### config.mk
export PLATFORM = sky130hd
export DESIGN_NAME = neureka_binconv_pe_sequencer_flat
export DESIGN_NICKNAME = d
export VERILOG_FILES = /design/src/rtl/neureka_binconv_pe_sequencer_if.sv /design/src/rtl/neureka_binconv_pe_sequencer.sv /design/src/flat_wrapper.sv
export SDC_FILE = /design/constraint.sdc
export NUM_CORES = 1
export LEC_CHECK = 0
export CAP_MARGIN = 30
export CORE_MARGIN = 2
export CORE_UTILIZATION = 40
export CTS_BUF_LIST = sky130_fd_sc_hd__clkbuf_8
export DETAILED_ROUTE_END_ITERATION = 8
export HOLD_SLACK_MARGIN = 0.1
export PLACE_DENSITY = 0.71
export SYNTH_ARGS = -nofsm -noshare
export SYNTH_HDL_FRONTEND = slang
export SYNTH_SLANG_ARGS = --single-unit
### constraint.sdc
create_clock -name clk_i -period 9.7 [get_ports clk_i]
set_input_delay 2.91 -clock clk_i [delete_from_list [all_inputs] [get_ports clk_i]]
set_output_delay 2.91 -clock clk_i [all_outputs]
set_load 0.02 [all_outputs]
### src/rtl/neureka_binconv_pe_sequencer_if.sv
// Control/handshake bundle between the binconv PE sequencer
// and its streamers, accumulator and PE control struct.
interface neureka_binconv_pe_sequencer_if #(
    parameter int KIN_W = 16
);
    logic             clear_i;
    logic             start_i;
    logic [3:0]       cfg_qw_i;
    logic [KIN_W-1:0] cfg_kin_iter_i;
    logic             cfg_dw_i;
    logic             act_valid_i;
    logic             wgt_valid_i;
    logic             act_ready_o;
    logic             wgt_ready_o;
    logic             pres_valid_i;
    logic             pres_ready_i;
    logic             pe_clear_o;
    logic             pe_enable_o;
    logic             pe_dw_accum_o;
    logic [2:0]       pe_scale_shift_o;
    logic             last_beat_o;
    logic             busy_o;
    logic             done_o;

    // Engine side: drives control, config and stream status.
    modport master (
        output clear_i, start_i, cfg_qw_i, cfg_kin_iter_i, cfg_dw_i,
        output act_valid_i, wgt_valid_i, pres_valid_i, pres_ready_i,
        input  act_ready_o, wgt_ready_o, pe_clear_o, pe_enable_o,
        input  pe_dw_accum_o, pe_scale_shift_o, last_beat_o,
        input  busy_o, done_o
    );

    // Sequencer side.
    modport slave (
        input  clear_i, start_i, cfg_qw_i, cfg_kin_iter_i, cfg_dw_i,
        input  act_valid_i, wgt_valid_i, pres_valid_i, pres_ready_i,
        output act_ready_o, wgt_ready_o, pe_clear_o, pe_enable_o,
        output pe_dw_accum_o, pe_scale_shift_o, last_beat_o,
        output busy_o, done_o
    );
endinterface

### src/rtl/neureka_binconv_pe_sequencer.sv
// Binconv PE sequencer: clears the PE, issues weight-bit beats per
// channel chunk and tracks in-flight PE results until drained.
module neureka_binconv_pe_sequencer #(
    parameter int QW_MAX       = 8,
    parameter int KIN_W        = 16,
    parameter int MAX_INFLIGHT = 2
) (
    input logic                          clk_i,
    input logic                          rst_i,
    neureka_binconv_pe_sequencer_if.slave bus
);
    localparam int IF_W = $clog2(MAX_INFLIGHT + 1);

    typedef enum logic [2:0] {
        S_IDLE,
        S_CLEAR,
        S_RUN,
        S_DRAIN,
        S_DONE
    } state_e;

    state_e           state_q, state_d;
    logic [3:0]       qw_q, qw_d;
    logic [KIN_W-1:0] kin_q, kin_d;
    logic             dw_q, dw_d;
    logic [3:0]       bit_cnt_q, bit_cnt_d;
    logic [KIN_W-1:0] chunk_cnt_q, chunk_cnt_d;
    logic [IF_W-1:0]  inflight_q, inflight_d;

    logic pres_dec;
    logic fire;
    logic bit_wrap;
    logic chunk_last;
    logic last_beat;

    // Beat issue: needs both streams and a free in-flight slot,
    // where a result retiring this cycle frees its slot at once.
    always_comb begin
        pres_dec   = bus.pres_valid_i & bus.pres_ready_i
                   & (inflight_q != '0);
        fire       = (state_q == S_RUN) & ~bus.clear_i
                   & bus.act_valid_i & bus.wgt_valid_i
                   & ((inflight_q < IF_W'(MAX_INFLIGHT)) | pres_dec);
        bit_wrap   = (bit_cnt_q == qw_q - 4'd1);
        chunk_last = (chunk_cnt_q == kin_q - KIN_W'(1));
        last_beat  = fire & bit_wrap & chunk_last;
    end

    // Config latch, bit/chunk counters and in-flight tracking.
    always_comb begin
        qw_d        = qw_q;
        kin_d       = kin_q;
        dw_d        = dw_q;
        bit_cnt_d   = bit_cnt_q;
        chunk_cnt_d = chunk_cnt_q;
        inflight_d  = inflight_q;
        if (bus.clear_i) begin
            bit_cnt_d   = '0;
            chunk_cnt_d = '0;
            inflight_d  = '0;
        end else begin
            if (state_q == S_IDLE && bus.start_i) begin
                // Out-of-range bit counts saturate to the PE's maximum.
                qw_d        = (bus.cfg_qw_i > 4'(QW_MAX)) ?
                              4'(QW_MAX) : bus.cfg_qw_i;
                kin_d       = bus.cfg_kin_iter_i;
                dw_d        = bus.cfg_dw_i;
                bit_cnt_d   = '0;
                chunk_cnt_d = '0;
            end
            if (fire) begin
                if (bit_wrap) begin
                    bit_cnt_d   = '0;
                    chunk_cnt_d = chunk_cnt_q + KIN_W'(1);
                end else begin
                    bit_cnt_d = bit_cnt_q + 4'd1;
                end
            end
            case ({fire, pres_dec})
                2'b10:   inflight_d = inflight_q + IF_W'(1);
                2'b01:   inflight_d = inflight_q - IF_W'(1);
                default: inflight_d = inflight_q;
            endcase
        end
    end

    // Next-state logic; abort overrides every transition.
    always_comb begin
        state_d = state_q;
        if (bus.clear_i) begin
            state_d = S_IDLE;
        end else begin
            unique case (state_q)
                S_IDLE:  if (bus.start_i) state_d = S_CLEAR;
                S_CLEAR: state_d = (qw_q == '0 || kin_q == '0) ?
                                   S_DRAIN : S_RUN;
                S_RUN:   if (last_beat) state_d = S_DRAIN;
                S_DRAIN: if (inflight_d == '0) state_d = S_DONE;
                S_DONE:  state_d = S_IDLE;
                default: state_d = S_IDLE;
            endcase
        end
    end

    // State and datapath registers.
    always_ff @(posedge clk_i or posedge rst_i) begin
        if (rst_i) begin
            state_q     <= S_IDLE;
            qw_q        <= '0;
            kin_q       <= '0;
            dw_q        <= 1'b0;
            bit_cnt_q   <= '0;
            chunk_cnt_q <= '0;
            inflight_q  <= '0;
        end else begin
            state_q     <= state_d;
            qw_q        <= qw_d;
            kin_q       <= kin_d;
            dw_q        <= dw_d;
            bit_cnt_q   <= bit_cnt_d;
            chunk_cnt_q <= chunk_cnt_d;
            inflight_q  <= inflight_d;
        end
    end

    // Output decode from state and the current beat.
    always_comb begin
        bus.act_ready_o      = fire;
        bus.wgt_ready_o      = fire;
        bus.pe_enable_o      = fire;
        bus.pe_clear_o       = bus.clear_i | (state_q == S_CLEAR);
        bus.pe_scale_shift_o = bit_cnt_q[2:0];
        bus.last_beat_o      = last_beat;
        bus.busy_o           = (state_q != S_IDLE);
        bus.done_o           = (state_q == S_DONE) & ~bus.clear_i;
        bus.pe_dw_accum_o    = dw_q & (state_q != S_IDLE);
    end

    // A retiring result with nothing in flight means the
    // accumulator and sequencer have lost sync.
    a_no_underflow: assert property (
        @(posedge clk_i) disable iff (rst_i)
        !(bus.pres_valid_i && bus.pres_ready_i && inflight_q == '0));

    a_inflight_bound: assert property (
        @(posedge clk_i) disable iff (rst_i)
        inflight_q <= IF_W'(MAX_INFLIGHT));
endmodule

### src/flat_wrapper.sv
// flat-port wrapper written by rule: the top's interface ports become plain ports
module neureka_binconv_pe_sequencer_flat 
#(
    parameter int QW_MAX       = 8,
    parameter int KIN_W        = 16,
    parameter int MAX_INFLIGHT = 2
)
  (clk_i, rst_i, bus_clear_i, bus_start_i, bus_cfg_qw_i, bus_cfg_kin_iter_i, bus_cfg_dw_i, bus_act_valid_i, bus_wgt_valid_i, bus_pres_valid_i, bus_pres_ready_i, bus_act_ready_o, bus_wgt_ready_o, bus_pe_clear_o, bus_pe_enable_o, bus_pe_dw_accum_o, bus_pe_scale_shift_o, bus_last_beat_o, bus_busy_o, bus_done_o);
  neureka_binconv_pe_sequencer_if #(.KIN_W(KIN_W)) bus_i ();
  input logic clk_i;
  input logic rst_i;
  input wire logic [$bits(bus_i.clear_i)-1:0] bus_clear_i;
  input wire logic [$bits(bus_i.start_i)-1:0] bus_start_i;
  input wire logic [$bits(bus_i.cfg_qw_i)-1:0] bus_cfg_qw_i;
  input wire logic [$bits(bus_i.cfg_kin_iter_i)-1:0] bus_cfg_kin_iter_i;
  input wire logic [$bits(bus_i.cfg_dw_i)-1:0] bus_cfg_dw_i;
  input wire logic [$bits(bus_i.act_valid_i)-1:0] bus_act_valid_i;
  input wire logic [$bits(bus_i.wgt_valid_i)-1:0] bus_wgt_valid_i;
  input wire logic [$bits(bus_i.pres_valid_i)-1:0] bus_pres_valid_i;
  input wire logic [$bits(bus_i.pres_ready_i)-1:0] bus_pres_ready_i;
  output wire logic [$bits(bus_i.act_ready_o)-1:0] bus_act_ready_o;
  output wire logic [$bits(bus_i.wgt_ready_o)-1:0] bus_wgt_ready_o;
  output wire logic [$bits(bus_i.pe_clear_o)-1:0] bus_pe_clear_o;
  output wire logic [$bits(bus_i.pe_enable_o)-1:0] bus_pe_enable_o;
  output wire logic [$bits(bus_i.pe_dw_accum_o)-1:0] bus_pe_dw_accum_o;
  output wire logic [$bits(bus_i.pe_scale_shift_o)-1:0] bus_pe_scale_shift_o;
  output wire logic [$bits(bus_i.last_beat_o)-1:0] bus_last_beat_o;
  output wire logic [$bits(bus_i.busy_o)-1:0] bus_busy_o;
  output wire logic [$bits(bus_i.done_o)-1:0] bus_done_o;
  assign bus_i.clear_i = bus_clear_i;
  assign bus_i.start_i = bus_start_i;
  assign bus_i.cfg_qw_i = bus_cfg_qw_i;
  assign bus_i.cfg_kin_iter_i = bus_cfg_kin_iter_i;
  assign bus_i.cfg_dw_i = bus_cfg_dw_i;
  assign bus_i.act_valid_i = bus_act_valid_i;
  assign bus_i.wgt_valid_i = bus_wgt_valid_i;
  assign bus_i.pres_valid_i = bus_pres_valid_i;
  assign bus_i.pres_ready_i = bus_pres_ready_i;
  assign bus_act_ready_o = bus_i.act_ready_o;
  assign bus_wgt_ready_o = bus_i.wgt_ready_o;
  assign bus_pe_clear_o = bus_i.pe_clear_o;
  assign bus_pe_enable_o = bus_i.pe_enable_o;
  assign bus_pe_dw_accum_o = bus_i.pe_dw_accum_o;
  assign bus_pe_scale_shift_o = bus_i.pe_scale_shift_o;
  assign bus_last_beat_o = bus_i.last_beat_o;
  assign bus_busy_o = bus_i.busy_o;
  assign bus_done_o = bus_i.done_o;
  neureka_binconv_pe_sequencer #(.QW_MAX(QW_MAX), .KIN_W(KIN_W), .MAX_INFLIGHT(MAX_INFLIGHT)) u_core (.clk_i(clk_i), .rst_i(rst_i), .bus(bus_i));
endmodule
==> results.cfg, run 1 <==
[run_status]
status = complete, no violations

[floorplan]
initial_core_util = 0.408
die_h_um = 89.6
io_pins = 40
std_cell_rows = 31
die_area_mm2 = 0.00803
chipWidth_um = 89.6
core_mm2 = 0.00718

[synthesis]
avgSynthCellArea_um2 = 9.04
synth_async_sr_flop_share = 1.00
yosysTopAreaCell = dfrtp_1
synthTopCellsByArea = dfrtp_1 (39%), mux2_2 (5.8%), xnor2_1 (5.1%), xor2_1 (4.2%), o21ai_0 (3.8%)
seq_area_frac_synth = 0.393
ys.flop_type = dfrtp_1
syn_inst = 324
synth_xor_area_frac = 0.100
synth_top_family_by_area = simple AND/OR/NAND/NOR gates
syn_area_mm2 = 0.00293
synth_edf_count = 0
synth_cell_type_count = 51
syn_nets = 359
synth_top_cell_area_share = 0.393
synth_compound_area_frac = 0.137
ys_ff_latch = 46
yosysWarningCount = 0
synthSimpleGateAreaFrac = 0.228
synth_fa_ha_area_frac = 0.0256
synthMuxAreaShare = 0.0611

[placement]
routabilityCongestion = 0.820
placed_area_mm2 = 0.00336
dpl_worst_slack_ns = 0.996
place_hpwl_um = 4810
io_buffers = 39

[clock_network]
cts_root_buffer = clkbuf_8
cts_hold_buffers = 0
cts_tree = yes
cts_setup_buffers = 0
numCtsBuffers = 5
cts_resized = 0
clk_latency_ns = 0.31
cts_buffer_depth = 2
clock-sinks = 46
clkTransAtPathRegs_ns = 0.08
htreeDepth = 2

[drt]
drt_iter0_markers = 169
vias_per_cell = 5.45
wirelength_um = 6650
drt-wirelength-per-cell_um = 14.7
ant_nets = 0
remaining_drc_errors = 0
vias = 2464
dr.pass1.iters = 4

[worst_hold_path]
hold_class = reg2reg

[final_layout]
diodes = 0
drive_gt1_frac = 0.0907
fill_cells = 706
final_cell_area_mm2 = 0.00345
syn_to_final_growth_pct = 17.9
finalNetCount = 387
final_util = 0.481

[worst_setup_path]
worstSetupEndpointType = primary output
critPathMaxFanout = 18
path_cells = clkdlybuf4s50_1 > or2_1 > or3_1 > or3_1 > buf_4 > clkinv_1 > and4_1 > and4_1 > clkdlybuf4s50_1
crit_type = in2out
worstPathRequired_ns = 6.79
crit_slowest_cell = clkdlybuf4s50_1
cp-start-kind = input port
cpPeakStageDelay_ns = 0.61
arrival_ns = 5.81

[global_routing]
antenna_found_initial = 0
grt_max_degree = 47
grt_pass1_vias = 2408
grtUsageTotal = 0.180
overflow = 0
grt_pass1_wl_um = 11200

[timing]
slew_headroom = 0.612
period_needed_ns = 8.72
fin_ws_ns = 0.982
finalSetupTns_ns = 0
fin_crit_sh = 0.899
max_freq_ghz = 0.115
setup_viol_count_final = 0
fin_skew_ns = 0.0112
max_slew.worst_pin.slew_ns = 0.582
hold_viol = 0
rsz0062_at_grt = no
drv_slew = 0

[pwr]
peakVddDrop_v = 0.000104
p_leak_nw = 1.37
p_per_area_mw_per_mm2 = 196

[flow_run]
cap_violations = 0
worst paths after layout:
kind,from,end,slack (ns),depth (start not counted)
worst max-delay path,bus_clear_i,bus_last_beat_o,0.98,9
max in group asynchronous,rst_i,u_core.chunk_cnt_q[4]$_DFF_PP0_,6.26,3
worst min register to register,u_core.dw_q$_DFFE_PP0P_,u_core.dw_q$_DFFE_PP0P_,0.51,1
min in group asynchronous,rst_i,u_core.kin_q[15]$_DFFE_PP0P_,3.04,3
worst max register to register,u_core.kin_q[0]$_DFFE_PP0P_,u_core.state_q[0]$_DFFE_PP0P_,6.69,9
worst min-delay path,u_core.dw_q$_DFFE_PP0P_,u_core.dw_q$_DFFE_PP0P_,0.51,1
worst max-delay path, delay by kind of cell:
family	cells	cell delay, ns
buf+inv	4	1.41
simple gates	5	1.48
area by class of cell:
type	instances	area [um^2]	share of cell area
clock buffer	5	68.8	0.0199
clock inverter	3	25.0	0.00724
inverter	12	45.0	0.0130
multi-input combinational	244	1620	0.469
sequential	46	1150	0.333
tap	99	124	0.0359
timing repair buffer	43	420	0.122
cells by family after synthesis:
kind of cell	count (synthesis)
fa+ha+maj	6
xor+xnor	32
compound gates	67
flops	46
buf+inv	34
mux	16
simple gates	123
synth_stat cells (4+ instances only):
master and number:
and3_1 6, a21oi_1 21, xnor2_1 17, ha_1 6, dfrtp_1 46, a211oi_1 6
o21ai_0 22, buf_2 6, mux2_2 15, xor2_1 14, nor3_1 13, or3_1 9
nand2b_1 4, nand2_1 20, nand3_1 15, nand3b_1 6, buf_4 5, nor2_1 27
clkbuf_1 9, inv_1 11
cell usage in the layout, fill, tap and decap left out, types with 9 or more instances in the layout:
| cell | Yosys | routed |
|---|---|---|
| a21oi_1 | 21 | 21 |
| clkdlybuf4s50_1 | 0 | 39 |
| dfrtp_1 | 46 | 46 |
| inv_1 | 11 | 10 |
| mux2_2 | 15 | 15 |
| nand2_1 | 20 | 20 |
| nand3_1 | 15 | 15 |
| nor2_1 | 27 | 26 |
| nor3_1 | 13 | 13 |
| o21ai_0 | 22 | 22 |
| or3_1 | 9 | 9 |
| xnor2_1 | 17 | 17 |
| xor2_1 | 14 | 14 |
per-stage QoR:
stage / instances / hold WS (ns) / total power, W
floorplan: 324 / 0.473 / 0.000483
global placement: 444 / 0.488 / 0.000545
detailed placement: 444 / 0.497 / 0.000555
CTS: 452 / 0.517 / 0.000681
global route: 452 / 0.535 / 0.000728
finish: 452 / 0.511 / 0.000677
layer usage:
metal | wire [um] | track usage | vias up
met5 | 0 | 0 | -
met4 | 114 | 0.0502 | 0
met3 | 366 | 0.0439 | 9
met2 | 3050 | 0.285 | 68
met1 | 3120 | 0.247 | 1182
li1 | - | - | 1205
where the power goes:
part           internal [W]  switching (W)  total [W]
clock             0.0000521      0.0000727   0.000125
combinational      0.000129       0.000127   0.000255
sequential         0.000233      0.0000634   0.000297
total              0.000414       0.000263   0.000677
sequential cells by signal, indices dropped and copies added (netlist names):
register	cells
u_core.chunk_cnt_q	16
u_core.dw_q	1
u_core.bit_cnt_q	4
u_core.state_q	3
u_core.qw_q	4
u_core.inflight_q	2
u_core.kin_q	16
No activity file was read; power rests on OpenSTA's default activity.
==> inputs of run 2 (changes only) <==
--- a/config.mk
+++ b/config.mk
@@ -11,7 +11,6 @@
 export CTS_BUF_LIST = sky130_fd_sc_hd__clkbuf_8
 export DETAILED_ROUTE_END_ITERATION = 8
 export HOLD_SLACK_MARGIN = 0.1
-export PLACE_DENSITY = 0.71
 export SYNTH_ARGS = -nofsm -noshare
 export SYNTH_HDL_FRONTEND = slang
 export SYNTH_SLANG_ARGS = --single-unit
==> constraint.sdc (replaced) <==
create_clock -name clk_i -period 7.4 [get_ports clk_i]
set_input_delay 2.22 -clock clk_i [delete_from_list [all_inputs] [get_ports clk_i]]
set_output_delay 2.22 -clock clk_i [all_outputs]
set_load 0.02 [all_outputs]
==> run 2 against run 1 <==
Clock power increased by 28%; non-clock buffer count rose by 1; final area grew 0.72%; first-iteration DRC count is 31% lower; critical path type unchanged.
==> results.cfg, run 2 (synthesized netlist as in run 1, its figures left out) <==
[timing]
drv_slew = 0
max_freq_ghz = 0.142
fin_ws_ns = 0.347
hold_viol = 0
rsz0062_at_grt = no
period_needed_ns = 7.05
slew_headroom = 0.630
fin_skew_ns = 0.00616
fin_crit_sh = 0.953
finalSetupTns_ns = 0
setup_viol_count_final = 0
max_slew.worst_pin.slew_ns = 0.554

[global_routing]
grtUsageTotal = 0.190
grt_max_degree = 42
grt_pass1_vias = 2455
grt_pass1_wl_um = 11900
overflow = 0
antenna_found_initial = 0

[clock_network]
cts_tree = yes
clkTransAtPathRegs_ns = 0.09
clk_latency_ns = 0.30
numCtsBuffers = 5
cts_resized = 0
cts_buffer_depth = 2
cts_setup_buffers = 0
htreeDepth = 2
cts_hold_buffers = 0
clock-sinks = 46
cts_root_buffer = clkbuf_8

[placement]
place_hpwl_um = 5040
routabilityCongestion = 0.888
io_buffers = 39
placed_area_mm2 = 0.00339
dpl_worst_slack_ns = 0.366

[final_layout]
final_cell_mix = dfrtp_1 (46), clkdlybuf4s50_1 (39), nor2_1 (26)
final_util = 0.485
final_common_cell = dfrtp_1
finalNetCount = 388
syn_to_final_growth_pct = 18.7
diodes = 0
final_cell_area_mm2 = 0.00348
drive_gt1_frac = 0.0932
reg_top3 = u_core.chunk_cnt_q (16), u_core.kin_q (16)

[drt]
wirelength_um = 6810
drt-wirelength-per-cell_um = 15.0
dr.pass1.iters = 4
vias_per_cell = 5.40
ant_nets = 0
remaining_drc_errors = 0
vias = 2447
drt_iter0_markers = 116

[worst_setup_path]
rr_worst_depth = 9
crit_type = in2out
cp-start-kind = input port
worstPathRequired_ns = 5.18
arrival_ns = 4.83
worstSetupEndpointType = primary output
cpPeakStageDelay_ns = 0.62
crit_slowest_cell = clkdlybuf4s50_1
critPathMaxFanout = 3
path_cells = clkdlybuf4s50_1 > or2_1 > or3_1 > or3_1 > clkinv_1 > and4_1 > and4_1 > clkdlybuf4s50_1

[pwr]
p_leak_nw = 1.39
p_per_area_mw_per_mm2 = 253
peakVddDrop_v = 0.000176

[run_status]
status = complete, no violations

[floorplan]
chipWidth_um = 89.6
io_pins = 40
die_h_um = 89.6
initial_core_util = 0.408
core_mm2 = 0.00718
die_area_mm2 = 0.00803
std_cell_rows = 31

[worst_hold_path]
worstHoldPathCells = 1
hold_class = reg2reg

[flow_run]
cap_violations = 0
[run 2: worst paths after layout]
path                                        startpoint                            end  slack, ns
hold / removal                 u_core.dw_q$_DFFE_PP0P_        u_core.dw_q$_DFFE_PP0P_       0.51
max in group asynchronous                        rst_i   u_core.kin_q[15]$_DFFE_PP0P_       4.83
setup / recovery                           bus_clear_i                bus_last_beat_o       0.35
min in group asynchronous                        rst_i        u_core.dw_q$_DFFE_PP0P_       2.12
setup reg to reg           u_core.kin_q[0]$_DFFE_PP0P_  u_core.state_q[0]$_DFFE_PP0P_       4.43
hold reg to reg                u_core.dw_q$_DFFE_PP0P_        u_core.dw_q$_DFFE_PP0P_       0.51
[run 2: area by class of cell]
type | instances | area, um^2
Sequential cell | 46 | 1150
Clock inverter | 2 | 8.76
Multi-Input combinational cell | 244 | 1620
Timing Repair Buffer | 44 | 448
Inverter | 12 | 45.0
Fill cell | 691 | 3700
Tap cell | 99 | 124
Clock buffer | 6 | 82.6
[run 2: where the power goes]
part           switching [W]  internal, W
Combinational       0.000162     0.000170
Sequential         0.0000830     0.000306
Clock              0.0000858    0.0000741
Total               0.000330     0.000550
[run 2: through the flow]
step           hold WS (ns)  instances  total power (W)
2_1_floorplan         0.473        324         0.000633
3_3_place_gp          0.489        443         0.000717
3_5_place_dp          0.492        445         0.000728
4_1_cts               0.513        453         0.000889
5_1_grt               0.547        453         0.000954
6_report              0.511        453         0.000881
[run 2: critical path: cells and delay by family]
| kind | cells | cell delay [ns] |
|---|---|---|
| buf+inv | 3 | 1.11 |
| simple gates | 5 | 1.50 |
[run 2: metal layers]
layer,global-route usage,share of wire,vias to the layer above
li1,-,-,1208
met1,0.248,0.47,1190
met2,0.332,0.48,43
met3,0.0302,0.035,6
met4,0.0393,0.0088,0
met5,0,0,-
